--- config.mk ---
export PLATFORM = sky130hd
export DESIGN_NAME = pong_game_ctrl
export DESIGN_NICKNAME = d
export VERILOG_FILES = /design/src/rtl/pong_pkg.sv /design/src/rtl/pong_bcd_inc.sv /design/src/rtl/pong_game_ctrl.sv
export SDC_FILE = /design/constraint.sdc
export NUM_CORES = 1
export LEC_CHECK = 0
export CAP_MARGIN = 20
export CORE_MARGIN = 5
export CORE_UTILIZATION = 59
export DETAILED_ROUTE_END_ITERATION = 12
export PLACE_DENSITY_LB_ADDON = 0.25
export SETUP_SLACK_MARGIN = 0.05
export SYNTH_ARGS = -nofsm -noshare
export SYNTH_HDL_FRONTEND = slang
export SYNTH_SLANG_ARGS = --single-unit
export TNS_END_PERCENT = 50
--- constraint.sdc ---
create_clock -name clk -period 3.7 [get_ports clk]
set_input_delay 0.74 -clock clk [delete_from_list [all_inputs] [get_ports clk]]
set_output_delay 0.74 -clock clk [all_outputs]
set_load 0.05 [all_outputs]
--- src/rtl/pong_pkg.sv ---
// Shared constants for the pong game controller: state encoding, winner codes,
// BCD width, default timing, and a constant-time decimal-to-BCD helper.
package pong_pkg;

    typedef enum logic [1:0] {
        ST_NEWGAME = 2'b00,
        ST_PLAY    = 2'b01,
        ST_NEWBALL = 2'b10,
        ST_OVER    = 2'b11
    } state_t;

    localparam logic [1:0] WIN_NONE  = 2'b00;
    localparam logic [1:0] WIN_LEFT  = 2'b01;
    localparam logic [1:0] WIN_RIGHT = 2'b10;

    localparam int BCD_W           = 8;
    localparam int DEF_WIN_SCORE   = 11;
    localparam int DEF_PAUSE_TICKS = 120;
    localparam int DEF_OVER_TICKS  = 180;

    // Used on parameters only, so the divide never reaches hardware.
    function automatic logic [BCD_W-1:0] to_bcd(input int value);
        logic [3:0] tens;
        logic [3:0] ones;
        tens = 4'(value / 10);
        ones = 4'(value % 10);
        return {tens, ones};
    endfunction

endpackage

--- src/rtl/pong_bcd_inc.sv ---
// Two-digit BCD incrementer that saturates at 99; sat flags an input of 99.
module pong_bcd_inc
    import pong_pkg::*;
(
    input  logic [BCD_W-1:0] bcd_in,
    output logic [BCD_W-1:0] bcd_out,
    output logic             sat
);

    always_comb begin
        sat     = (bcd_in == 8'h99);
        bcd_out = bcd_in;
        if (!sat) begin
            if (bcd_in[3:0] >= 4'd9) begin
                bcd_out = {bcd_in[7:4] + 4'd1, 4'd0};
            end else begin
                bcd_out = {bcd_in[7:4], bcd_in[3:0] + 4'd1};
            end
        end
    end

endmodule

--- src/rtl/pong_game_ctrl.sv ---
// Pong game sequencer: scores, winner and ball freeze control.
// Optional rally counter output enabled by defining PONG_RALLY_COUNT_EN.
module pong_game_ctrl
    import pong_pkg::*;
#(
    parameter int WIN_SCORE   = DEF_WIN_SCORE,
    parameter int PAUSE_TICKS = DEF_PAUSE_TICKS,
    parameter int OVER_TICKS  = DEF_OVER_TICKS
) (
    input  logic             clk,
    input  logic             reset,
    input  logic             refresh_tick,
    input  logic             btn_any,
    input  logic             miss_l,
    input  logic             miss_r,
    input  logic             hit,
    output logic             gra_still,
    output logic [BCD_W-1:0] score_l,
    output logic [BCD_W-1:0] score_r,
    output logic [1:0]       winner,
    output logic             game_over,
    output logic [1:0]       state_o
`ifdef PONG_RALLY_COUNT_EN
    ,
    output logic [BCD_W-1:0] rally_cnt
`endif
);

    localparam logic [BCD_W-1:0] WIN_BCD    = to_bcd(WIN_SCORE);
    localparam logic [7:0]       PAUSE_LOAD = 8'(PAUSE_TICKS);
    localparam logic [7:0]       OVER_LOAD  = 8'(OVER_TICKS);

    state_t           state_reg;
    logic             gra_still_reg;
    logic [BCD_W-1:0] score_reg [2];
    logic [1:0]       winner_reg;
    logic             game_over_reg;
    logic [7:0]       timer_reg;
    logic             btn_q_reg;

    logic [BCD_W-1:0] score_inc [2];
    logic [1:0]       inc_sat_unused;
    logic             btn_rise;
    logic             tick_expire;
    logic             point;
    logic             scorer;
    logic [BCD_W-1:0] point_bcd;
    logic             point_win;
    logic             over_exit;

    // Index 0 is the left player, index 1 the right player.
    generate
        for (genvar gi = 0; gi < 2; gi++) begin : g_score_inc
            pong_bcd_inc u_inc (
                .bcd_in  (score_reg[gi]),
                .bcd_out (score_inc[gi]),
                .sat     (inc_sat_unused[gi])
            );
        end
    endgenerate

    assign btn_rise    = btn_any & ~btn_q_reg;
    // A load of 0 or 1 both expire on the very next tick.
    assign tick_expire = refresh_tick && (timer_reg <= 8'd1);
    assign point       = miss_l | miss_r;
    // A left miss scores for the right player and takes priority.
    assign scorer      = miss_l;
    assign point_bcd   = score_inc[scorer];
    assign point_win   = (point_bcd == WIN_BCD);
    assign over_exit   = btn_rise || tick_expire;

    always_ff @(posedge clk) begin
        if (reset) begin
            state_reg     <= ST_NEWGAME;
            gra_still_reg <= 1'b1;
            score_reg[0]  <= '0;
            score_reg[1]  <= '0;
            winner_reg    <= WIN_NONE;
            game_over_reg <= 1'b0;
            timer_reg     <= '0;
            btn_q_reg     <= 1'b0;
        end else begin
            btn_q_reg <= btn_any;
            case (state_reg)
                ST_NEWGAME: begin
                    if (btn_rise) begin
                        state_reg     <= ST_PLAY;
                        gra_still_reg <= 1'b0;
                    end
                end
                ST_PLAY: begin
                    // Leaving PLAY on the same edge as the increment stops a held miss double-counting.
                    if (point) begin
                        score_reg[scorer] <= point_bcd;
                        gra_still_reg     <= 1'b1;
                        if (point_win) begin
                            winner_reg    <= scorer ? WIN_RIGHT : WIN_LEFT;
                            timer_reg     <= OVER_LOAD;
                            game_over_reg <= 1'b1;
                            state_reg     <= ST_OVER;
                        end else begin
                            timer_reg <= PAUSE_LOAD;
                            state_reg <= ST_NEWBALL;
                        end
                    end
                end
                ST_NEWBALL: begin
                    if (tick_expire) begin
                        timer_reg     <= '0;
                        state_reg     <= ST_PLAY;
                        gra_still_reg <= 1'b0;
                    end else if (refresh_tick) begin
                        timer_reg <= timer_reg - 8'd1;
                    end
                end
                ST_OVER: begin
                    if (over_exit) begin
                        timer_reg     <= '0;
                        score_reg[0]  <= '0;
                        score_reg[1]  <= '0;
                        winner_reg    <= WIN_NONE;
                        game_over_reg <= 1'b0;
                        state_reg     <= ST_NEWGAME;
                    end else if (refresh_tick) begin
                        timer_reg <= timer_reg - 8'd1;
                    end
                end
                default: state_reg <= ST_NEWGAME;
            endcase
        end
    end

    assign gra_still = gra_still_reg;
    assign score_l   = score_reg[0];
    assign score_r   = score_reg[1];
    assign winner    = winner_reg;
    assign game_over = game_over_reg;
    assign state_o   = state_reg;

`ifdef PONG_RALLY_COUNT_EN
    logic             hit_q_reg;
    logic [BCD_W-1:0] rally_reg;
    logic [BCD_W-1:0] rally_inc;
    logic             rally_sat_unused;
    logic             rally_clear;

    pong_bcd_inc u_rally_inc (
        .bcd_in  (rally_reg),
        .bcd_out (rally_inc),
        .sat     (rally_sat_unused)
    );

    // Cleared on entry to NEWBALL or NEWGAME; a point that wins keeps the count.
    assign rally_clear = ((state_reg == ST_PLAY) && point && !point_win) ||
                         ((state_reg == ST_OVER) && over_exit);

    always_ff @(posedge clk) begin
        if (reset) begin
            hit_q_reg <= 1'b0;
            rally_reg <= '0;
        end else begin
            hit_q_reg <= hit;
            if (rally_clear) begin
                rally_reg <= '0;
            end else if ((state_reg == ST_PLAY) && !point && hit && !hit_q_reg) begin
                rally_reg <= rally_inc;
            end
        end
    end

    assign rally_cnt = rally_reg;
`else
    logic hit_unused;
    assign hit_unused = hit;
`endif

endmodule

======== After elaboration in Yosys (flattened, before gate mapping) ========
Memory sizes are Yosys's and may differ from the RTL's.
Index checks and enable logic that the tools add are counted.
W data, S select, Z words.
word-level totals
  register bits after elaboration ......... 15
  bits in writable memories ............... 16
  bits of input ports ..................... 7
  output and inout port bits .............. 22
  word-level logic and storage cells ...... 90
  memories kept ........................... 1
cells by class
  add/subtract/negate cells ............... 5
  $lt $le $gt $ge ......................... 4
  eq/ne operators ......................... 11
  mux-type cells .......................... 46
  bitwise logic cells ..................... 6
  reductions and logical operators ........ 11
memories
  name       words  bits a word  rd ports  clocked after Yosys merged registers in  write ports  line                  RTL
  score_reg  2      8            2         0                                        2            pong_game_ctrl.sv:35  logic [BCD_W-1:0] score_reg [2];
operators with widths
  cell                   number
  $mux W8                15
  $pmux W8 S3            1
  $mux W1                19
  $add A4 B1 Y4 const B  4
  $eq A8 B8 Y1 const B   2
  $mux W2                7
  $reduce_and A4 Y1      3
  $ne A2 B2 Y1 const B   5
  $eq A8 B5 Y1 const B   1
  $ge A4 B4 Y1 const B   2
  $le A8 B1 Y1 const B   1
  $pmux W2 S4            1
  $reduce_or A8 Y1       1
  $sub A8 B1 Y8 const B  1
  $reduce_bool A3 Y1     2
  $eq A2 B2 Y1 const B   2
  $pmux W2 S2            1
  $or A1 B1 Y1           3
  $pmux W1 S3            1
  $eq A2 B1 Y1 const B   1
  $ge A2 B2 Y1 const B   1
  $logic_not A2 Y1       1
  $not A1 Y2             1
  $pmux W1 S2            1
  6 further kinds        6

======== Logic depth before layout (Yosys ltp) ========
Gate-level depths: netlist (run 1).
An unclocked memory read counts as a cell.
  depth after elaboration ................. 11
  mapped depth ............................ 10
  depth with buffers taken out ............ 9

======== By module ========
From an unflattened synthesis (run 1), not the netlist that was laid out.
unflattened totals
  cells, all modules ...................... 214
  area total of the unflattened synthesis .. 2,084.5 sq um
modules (own cells, without submodules)
  module          instances  cells each  area an instance (sq um)  sequential area each (sq um)
  pong_game_ctrl  1          152         1,609.0                   780.7
  pong_bcd_inc    2          31          237.7                     0.0

======== Worst setup path after synthesis (run 1) ========
Ideal clock, no wire load.
  kind .................................... reg-to-reg
  from .................................... memory score_reg[0][1]
  to ...................................... register winner_reg[0] (netlist: winner[0])
  setup time .............................. 62 ps
  data arrival time ....................... 2,829 ps
  required time ........................... 3,638 ps
  slack ................................... 808 ps
  stages on the path, launching flop included .. 10
  buffers on the path ..................... 0
  period minus slack after synthesis ...... 2,892 ps
  path through ............................ edfxtp_1 > inv_1 > ha_1 > or3b_1 > nand3_1 > o21ai_2 > or4_4 > a211o_4 > mux2_4 > nand3_2
RTL lines
  element               line                  RTL
  start, declared       pong_game_ctrl.sv:35
  end signal, assigned  pong_game_ctrl.sv:97  winner_reg <= scorer ? WIN_RIGHT : WIN_LEFT;
  end, declared         pong_game_ctrl.sv:36  logic [1:0] winner_reg;

======== Worst setup path in the final report (run 1) ========
  from .................................... input miss_l
  to ...................................... register winner_reg[0] (netlist: winner[0])
on the way
  cells in the longest elaborated chain, start to end .. 7
  elaborated cells between the ends (all ways) .. 13
  classes of those cells .................. 3 x eq/ne; 7 x mux; 2 x bitwise; 1 x reduce/logical
ends and longest elaborated chain
  element                                      line                  RTL
  start, declared                              pong_game_ctrl.sv:14  input logic miss_l,
  $not A1 Y2 (implied by the code)             pong_game_ctrl.sv:68  assign point_bcd = score_inc[scorer];
  $mux W8 (implied by the code) (3 in series)  pong_game_ctrl.sv:68
  $eq A8 B5 Y1                                 pong_game_ctrl.sv:69  assign point_win = (point_bcd == WIN_BCD);
  $ne A2 B2 Y1 (no source line)                --
  $reduce_and A4 Y1 (no source line)           --
Parallel ways exist; a longest one is shown, timed or not. The select of a mux whose other input is x is not followed.
A chain may end at the register's enable or synchronous reset.

==> summary.md, run 1 <==
| Metric | Value |
|---|---|
| Setup repair after global routing missed its margin | no |
| Multi-input combinational cell area | 1290 sq um |
| Internal power | 0.000659 W |
| Number of iterations in the first detailed-routing pass | 4 |
| Worst ir drop on vdd | 298 uV |
| Gate count after technology mapping | 252 |
| Finished Cell Area | 2570 sq um |
| Total congestion overflow | 0 |
| CTS Buf Count | 5 |
| Kind of capture point of the worst setup path | flip-flop |
| Starting DRT DRC Count | 123 |
| Leak pwr | 1.04 nW |
| Total vias in the final route | 1958 |
| Dominant register cell in the synthesized netlist | sky130_fd_sc_hd__edfxtp_1 |
| Switching share of power | 36.8% |
| # clock sinks | 31 |
| Number of enable flip-flop cells after synthesis | 16 |
| Starting density of the core | 60.0% |
| Commonest cells after routing, fill and taps aside | 33 x sky130_fd_sc_hd__nor2_1, 27 x sky130_fd_sc_hd__clkdlybuf4s50_1, 21 x sky130_fd_sc_hd__nand2_1, 16 x sky130_fd_sc_hd__edfxtp_1 |
| Total wire length | 4920 microns |
| Clock-pin slew on the worst setup and hold paths | 60 ps |
| Share of the synthesized area in the top cell type | 22.2% |
| Maximum count of clock buffers along a single path | 2 |
| Filler Cells Inserted | 298 |
| Share of the cycle needed by the critical path after routing | 76.6% |
| Number of remaining DRC errors | 0 |
| Maximum level of the CTS H-tree | 2 |
| Worst Clk Skew | 6.20 ps |
| Min-delay worst type | reg -> reg |
| Area of the core region | 3610 sq um |
| Post-synth design cell area | 2160 sq um |
| Type of the worst setup path | in -> reg |
| Clk_lat worst skew | 280 ps |
| FF+latch count, synth | 31 |
| Final RePlAce weighted congestion | 0.886 |
| Setup violation total in the final timing report | 0 |
| Normalized max-slew margin | 42.1% |
| CTS Root Cell | sky130_fd_sc_hd__clkbuf_8 |
| Vias per std cell | 5.95 |
| Portion of the post-synthesis area used by sequential elements | 36.1% |
| Total area of sequential cells | 781 sq um |
| Area of the die | 4980 sq um |
| Comb pwr share | 33.5% |
| Number of setup buffers added after CTS | 0 |
| Final hold violations | 0 |
| Antenna violation net count after detailed routing | 0 |
| DIE WIDTH | 70.6 microns |
| Average instance area after synthesis | 8.59 sq um |
| Area growth from synthesis to final layout | 18.6% |
| Synthesis warning total | 0 |
| Antenna violations before repair | 0 |
| Req. time, crit path | 3920 ps |
| Worst reg2reg path depth | 8 |
| Number of I/O port buffers | 27 |
| Most common library cell in the layout ignoring fill and taps | sky130_fd_sc_hd__nor2_1 |
| Setup TNS | 0 ps |
| Clock group share of total power | 24.1% |
| Critical Path Source Type | primary input |
| # IOs | 29 |
| RR Endpoint | winner[0]$_SDFFE_PP0P_ |
| Max cap viols | 0 |
| Resize count post-CTS | 0 |
| Routed WL per cell | 14.9 microns |
| Total track usage | 20.7% |
| Run status | completed |
| CP max FO | 15 |
| Synthesized netlist net count | 271 |
| Placed standard-cell area | 2490 sq um |
| Minimum setup slack among reg-to-reg paths | 900 ps |
| Total count of max-transition violations in the final report | 0 |
| Reg2Reg Launch Point | score_reg[1][0]$_SDFFCE_PN0P_ |
| Period minus WS final | 2840 ps |
| P_sw | 0.000383 W |
| Ratio of total power to cell area | 406 nW/um^2 |
| Worst setup path startpoint | miss_l |
| Via count of the first global-routing pass | 1869 |
| Worst-margin pin slew | 856 ps |
| CP Capture Point | winner[0]$_SDFFE_PP0P_ |
| Half-perimeter wire length after placement | 3540 microns |
| Maximum clock rate | 0.353 GHz |
| Synth async-reset ratio | 0% |
| DIE HEIGHT | 70.6 microns |
| Pin count of the biggest net entering global routing | 19 |
| Layout cells sized above 1 | 7.12% |
| Count of standard-cell rows | 22 |
| Portion of total power attributed to sequential cells | 42.4% |
| Net count of the finished layout | 299 |
| Global-route wire length before repair | 8360 microns |
| Number of flip-flops under the largest register name | 16 |
| Hold bufs inserted after CTS | 0 |
| CTS tree | yes |
| Cell accounting for the most synthesized area | sky130_fd_sc_hd__edfxtp_1 |
| Leading post-synthesis cells by cell area | sky130_fd_sc_hd__edfxtp_1 22%, sky130_fd_sc_hd__dfxtp_1 14%, sky130_fd_sc_hd__ha_1 6.9%, sky130_fd_sc_hd__nor2_1 5.7%, sky130_fd_sc_hd__nand2_1 3.6% |
| Worst path arrival time | 3060 ps |
| Post-layout total power | 0.00104 W |
| # diodes | 0 |
| Number of unique standard cell types used by synthesis | 61 |
[layout make-up]
class	instances	share of cell area, %
Timing Repair Buffer	31	11.7
Multi-Input combinational cell	196	50.2
Clock inverter	2	0.293
Sequential cell	31	30.4
Clock buffer	6	2.83
Inverter	15	2.19
Tap cell	48	2.34
[cells in the mapped netlist (4+ instances only)]
cell type and number:
sky130_fd_sc_hd__nand2_1 21, sky130_fd_sc_hd__nor3_1 10, sky130_fd_sc_hd__nor2b_1 7, sky130_fd_sc_hd__edfxtp_1 16, sky130_fd_sc_hd__and3_1 4, sky130_fd_sc_hd__o21ai_0 14
sky130_fd_sc_hd__nand3_1 9, sky130_fd_sc_hd__ha_1 12, sky130_fd_sc_hd__nor2_1 33, sky130_fd_sc_hd__dfxtp_1 15, sky130_fd_sc_hd__a21oi_1 15, sky130_fd_sc_hd__o211a_1 4
sky130_fd_sc_hd__clkbuf_1 9, sky130_fd_sc_hd__inv_1 15
[stage by stage]
step | setup WS, ps | hold WS (ps) | cells | util (%)
after floorplan | 808 | 455 | 252 | -
after global placement | 565 | 470 | 321 | 68.9
after detailed placement | 546 | 481 | 321 | 68.9
after CTS | 857 | 496 | 329 | 71.2
after global routing | 619 | 532 | 329 | 71.2
final | 864 | 497 | 329 | 71.2
[cells by family after synthesis]
family,after synthesis,synth area share (%)
AOI/OAI and AO/OA,62,20.2
muxes,4,2.31
xor gates and xnor gates,5,2.02
and+or+nand+nor,113,28.1
DFF,31,36.1
adders and majority gates,12,6.94
buffers and inverters,25,4.39
[routing by layer]
metal	track usage (%)	part of all wire [%]
met5	0	0
met4	10.4	2.8
met3	3.55	4.7
met2	35.0	49
met1	25.5	44
[worst min path at each step]
stage          depth (start not counted)                        end                      start
5_1_grt                                1     game_over$_SDFFE_PP0P_     game_over$_SDFFE_PP0P_
6_report                               2  timer_reg[5]$_SDFFE_PP0P_  timer_reg[5]$_SDFFE_PP0P_
2_1_floorplan                          2  timer_reg[5]$_SDFFE_PP0P_  timer_reg[5]$_SDFFE_PP0P_
3_3_place_gp                           2  timer_reg[5]$_SDFFE_PP0P_  timer_reg[5]$_SDFFE_PP0P_
4_1_cts                                2  timer_reg[5]$_SDFFE_PP0P_  timer_reg[5]$_SDFFE_PP0P_
3_5_place_dp                           2  timer_reg[5]$_SDFFE_PP0P_  timer_reg[5]$_SDFFE_PP0P_
[power groups by stage]
stage	Combinational (W)	Clock, W	Sequential, W
finish	0.000349	0.000251	0.000442
global route	0.000377	0.000271	0.000450
CTS	0.000348	0.000257	0.000442
detailed placement	0.000346	0	0.000449
global placement	0.000340	0	0.000448
floorplan	0.000180	0	0.000517
[critical path: stages]
cell	delay [ps]
sky130_fd_sc_hd__clkdlybuf4s50_1	770
sky130_fd_sc_hd__o21ai_0	230
sky130_fd_sc_hd__o32ai_1	380
sky130_fd_sc_hd__o2111ai_1	180
sky130_fd_sc_hd__a211o_4	390
sky130_fd_sc_hd__mux2_4	310
sky130_fd_sc_hd__nand3_2	50
Power figures use the tool's default switching activity.
==> run 2, diff against run 1 <==
--- a/config.mk
+++ b/config.mk
@@ -7,7 +7,7 @@
 export LEC_CHECK = 0
 export CAP_MARGIN = 20
 export CORE_MARGIN = 5
-export CORE_UTILIZATION = 59
+export CORE_UTILIZATION = 55
 export DETAILED_ROUTE_END_ITERATION = 12
 export PLACE_DENSITY_LB_ADDON = 0.25
 export SETUP_SLACK_MARGIN = 0.05
==> constraint.sdc (replaced) <==
create_clock -name clk -period 2.9 [get_ports clk]
set_input_delay 0.58 -clock clk [delete_from_list [all_inputs] [get_ports clk]]
set_output_delay 0.58 -clock clk [all_outputs]
set_load 0.05 [all_outputs]
==> run 2 against run 1 <==
Routed wire length decreased by 1.7%. Sequential cell count unchanged. Sequential share of layout area decreased by 0.64 points. Total power increased by 29%. Register-to-register slack got worse by 690 ps. Setup slack got worse by 650 ps. Clock-buffer cell count unchanged. Largest cell class unchanged.
==> summary.md, run 2 (synthesis gave the netlist of run 1 again) <==
| Metric | Value |
|---|---|
| Total congestion overflow | 0 |
| DIE WIDTH | 72.7 microns |
| CP max FO | 5 |
| Number of flip-flops under the largest register name | 16 |
| Commonest cells after routing, fill and taps aside | 33 x sky130_fd_sc_hd__nor2_1, 27 x sky130_fd_sc_hd__clkdlybuf4s50_1, 21 x sky130_fd_sc_hd__nand2_1, 16 x sky130_fd_sc_hd__edfxtp_1 |
| Global routing met1 resource utilization | 25.1% |
| Half-perimeter wire length after placement | 3630 microns |
| Normalized max-slew margin | 59.1% |
| Ratio of total power to cell area | 513 nW/um^2 |
| Type of the worst setup path | reg -> reg |
| # IOs | 29 |
| Number of setup buffers added after CTS | 0 |
| Antenna violations before repair | 0 |
| Number of remaining DRC errors | 0 |
| Run status | completed |
| Number of I/O port buffers | 27 |
| Clock-pin slew on the worst setup and hold paths | 70 ps |
| Maximum level of the CTS H-tree | 2 |
| Layout cells sized above 1 | 10.5% |
| Worst-margin pin slew | 612 ps |
| Worst Clk Skew | 8.94 ps |
| Area growth from synthesis to final layout | 21.1% |
| Count of standard-cell rows | 22 |
| Critical Path Source Type | flip-flop |
| Final hold violations | 0 |
| Maximum clock rate | 0.372 GHz |
| Starting density of the core | 57.8% |
| # diodes | 0 |
| Antenna violation net count after detailed routing | 0 |
| Finished Core Util | 70.0% |
| Pin count of the biggest net entering global routing | 19 |
| Starting DRT DRC Count | 131 |
| Share of the cycle needed by the critical path after routing | 92.6% |
| Busiest metal layer after global routing | met2 |
| Worst ir drop on vdd | 435 uV |
| Maximum count of clock buffers along a single path | 2 |
| Worst path slowest cell | sky130_fd_sc_hd__edfxtp_1 |
| Via count of the first global-routing pass | 1827 |
| Vias per std cell | 5.91 |
| Area of the core region | 3740 sq um |
| CTS tree | yes |
| Number of iterations in the first detailed-routing pass | 4 |
| Reg2Reg Launch Point | score_reg[0][0]$_SDFFCE_PN0P_ |
| Net count of the finished layout | 305 |
| Leak pwr | 1.07 nW |
| Min-delay worst type | reg -> reg |
| Critical path cell sequence | inv_2 -> ha_1 -> nor3b_1 -> a211oi_2 -> xnor2_1 -> or4_4 -> a211o_4 -> mux2_4 -> nand3_2 |
| Total area of sequential cells | 781 sq um |
| Filler Cells Inserted | 312 |
| Total count of max-transition violations in the final report | 0 |
| Combined buffer and inverter count along the critical path | 1 |
| Total wire length | 4840 microns |
| CP max stage delay | 470 ps |
| CTS Root Cell | sky130_fd_sc_hd__clkbuf_8 |
| Setup violation total in the final timing report | 0 |
| Total vias in the final route | 1980 |
| Worst setup path startpoint | score_reg[0][0]$_SDFFCE_PN0P_ |
| Launch instance of the worst min-delay path | timer_reg[5]$_SDFFE_PP0P_ |
| Routed WL per cell | 14.4 microns |
| Period minus WS final | 2690 ps |
| CP delay by family, top | simple AND/OR/NAND/NOR gates |
| Clk_lat worst skew | 290 ps |
| Max cap viols | 0 |
| Global-route wire length before repair | 8110 microns |
| Met3 Track Usage GR | 4.27% |
| Area of the die | 5290 sq um |
| Most common library cell in the layout ignoring fill and taps | sky130_fd_sc_hd__nor2_1 |
| # clock sinks | 31 |
| CTS Buf Count | 5 |
| Setup repair after global routing missed its margin | no |
| Kind of capture point of the worst setup path | flip-flop |
| Req. time, crit path | 3130 ps |
| Final RePlAce weighted congestion | 0.861 |
| Total track usage | 19.2% |
| Setup TNS | 0 ps |
| Global-route track usage on met2 | 31.2% |
| Multi-input combinational cell area | 1300 sq um |
| DIE HEIGHT | 72.7 microns |
| Worst path arrival time | 2910 ps |
==> run 2: worst register-to-register path, delay by kind of cell, from the launching register on <==
kind	cells	cell delay [ps]
AND/OR/NAND/NOR	3	870
AO/OA/AOI/OAI	2	500
flip-flops	1	470
multiplexers	1	320
adder cells (fa/ha/maj)	1	190
XOR/XNOR	1	160
buffers and inverters	1	120
==> run 2: layout make-up <==
cell class / instances / share of cell area (%)
multi-input combinational: 196 / 49.5
sequential: 31 / 29.8
timing repair buffer: 37 / 13.2
clock buffer: 6 / 2.77
tap: 48 / 2.29
inverter: 15 / 2.15
clock inverter: 2 / 0.286
==> run 2: worst paths after layout <==
| check | endpoint | slack, ps | depth (start not counted) |
|---|---|---|---|
| min reg2reg | timer_reg[5]$_SDFFE_PP0P_ | 500 | 2 |
| max | winner[1]$_SDFFE_PP0P_ | 210 | 9 |
| min | timer_reg[5]$_SDFFE_PP0P_ | 500 | 2 |
| max reg2reg | winner[1]$_SDFFE_PP0P_ | 210 | 9 |
==> run 2: repair_timing <==
item | 4_1_cts | 5_1_grt
resized for setup | 0 | 1
setup endpoints to repair | 0 | 3
hold buffers | 0 | 0
hold endpoints to repair | 0 | 0
==> run 2: per-stage QoR <==
step / power, W / worst slack, ps / cell area (sq um) / cells / hold slack [ps]
after detailed placement: 0.00103 / 149 / 2540 / 327 / 485
final: 0.00134 / 214 / 2620 / 335 / 496
after floorplan: 0.000890 / 58.1 / 2170 / 252 / 455
after global routing: 0.00142 / 86.3 / 2620 / 335 / 529
after global placement: 0.00102 / 184 / 2540 / 327 / 471
after CTS: 0.00135 / 203 / 2620 / 335 / 499
==> run 2: report_power, final <==
group / internal, W / switching [W]
logic: 0.000180 / 0.000279
registers: 0.000507 / 0.0000555
clock network: 0.000163 / 0.000159
total: 0.000851 / 0.000494
==> run 2: layer usage <==
layer  up-vias  part of all wire [%]
met5         -                     0
met4         0                   1.5
met3         8                   4.9
met2        53                    49
met1       931                    45
li1        988                     -
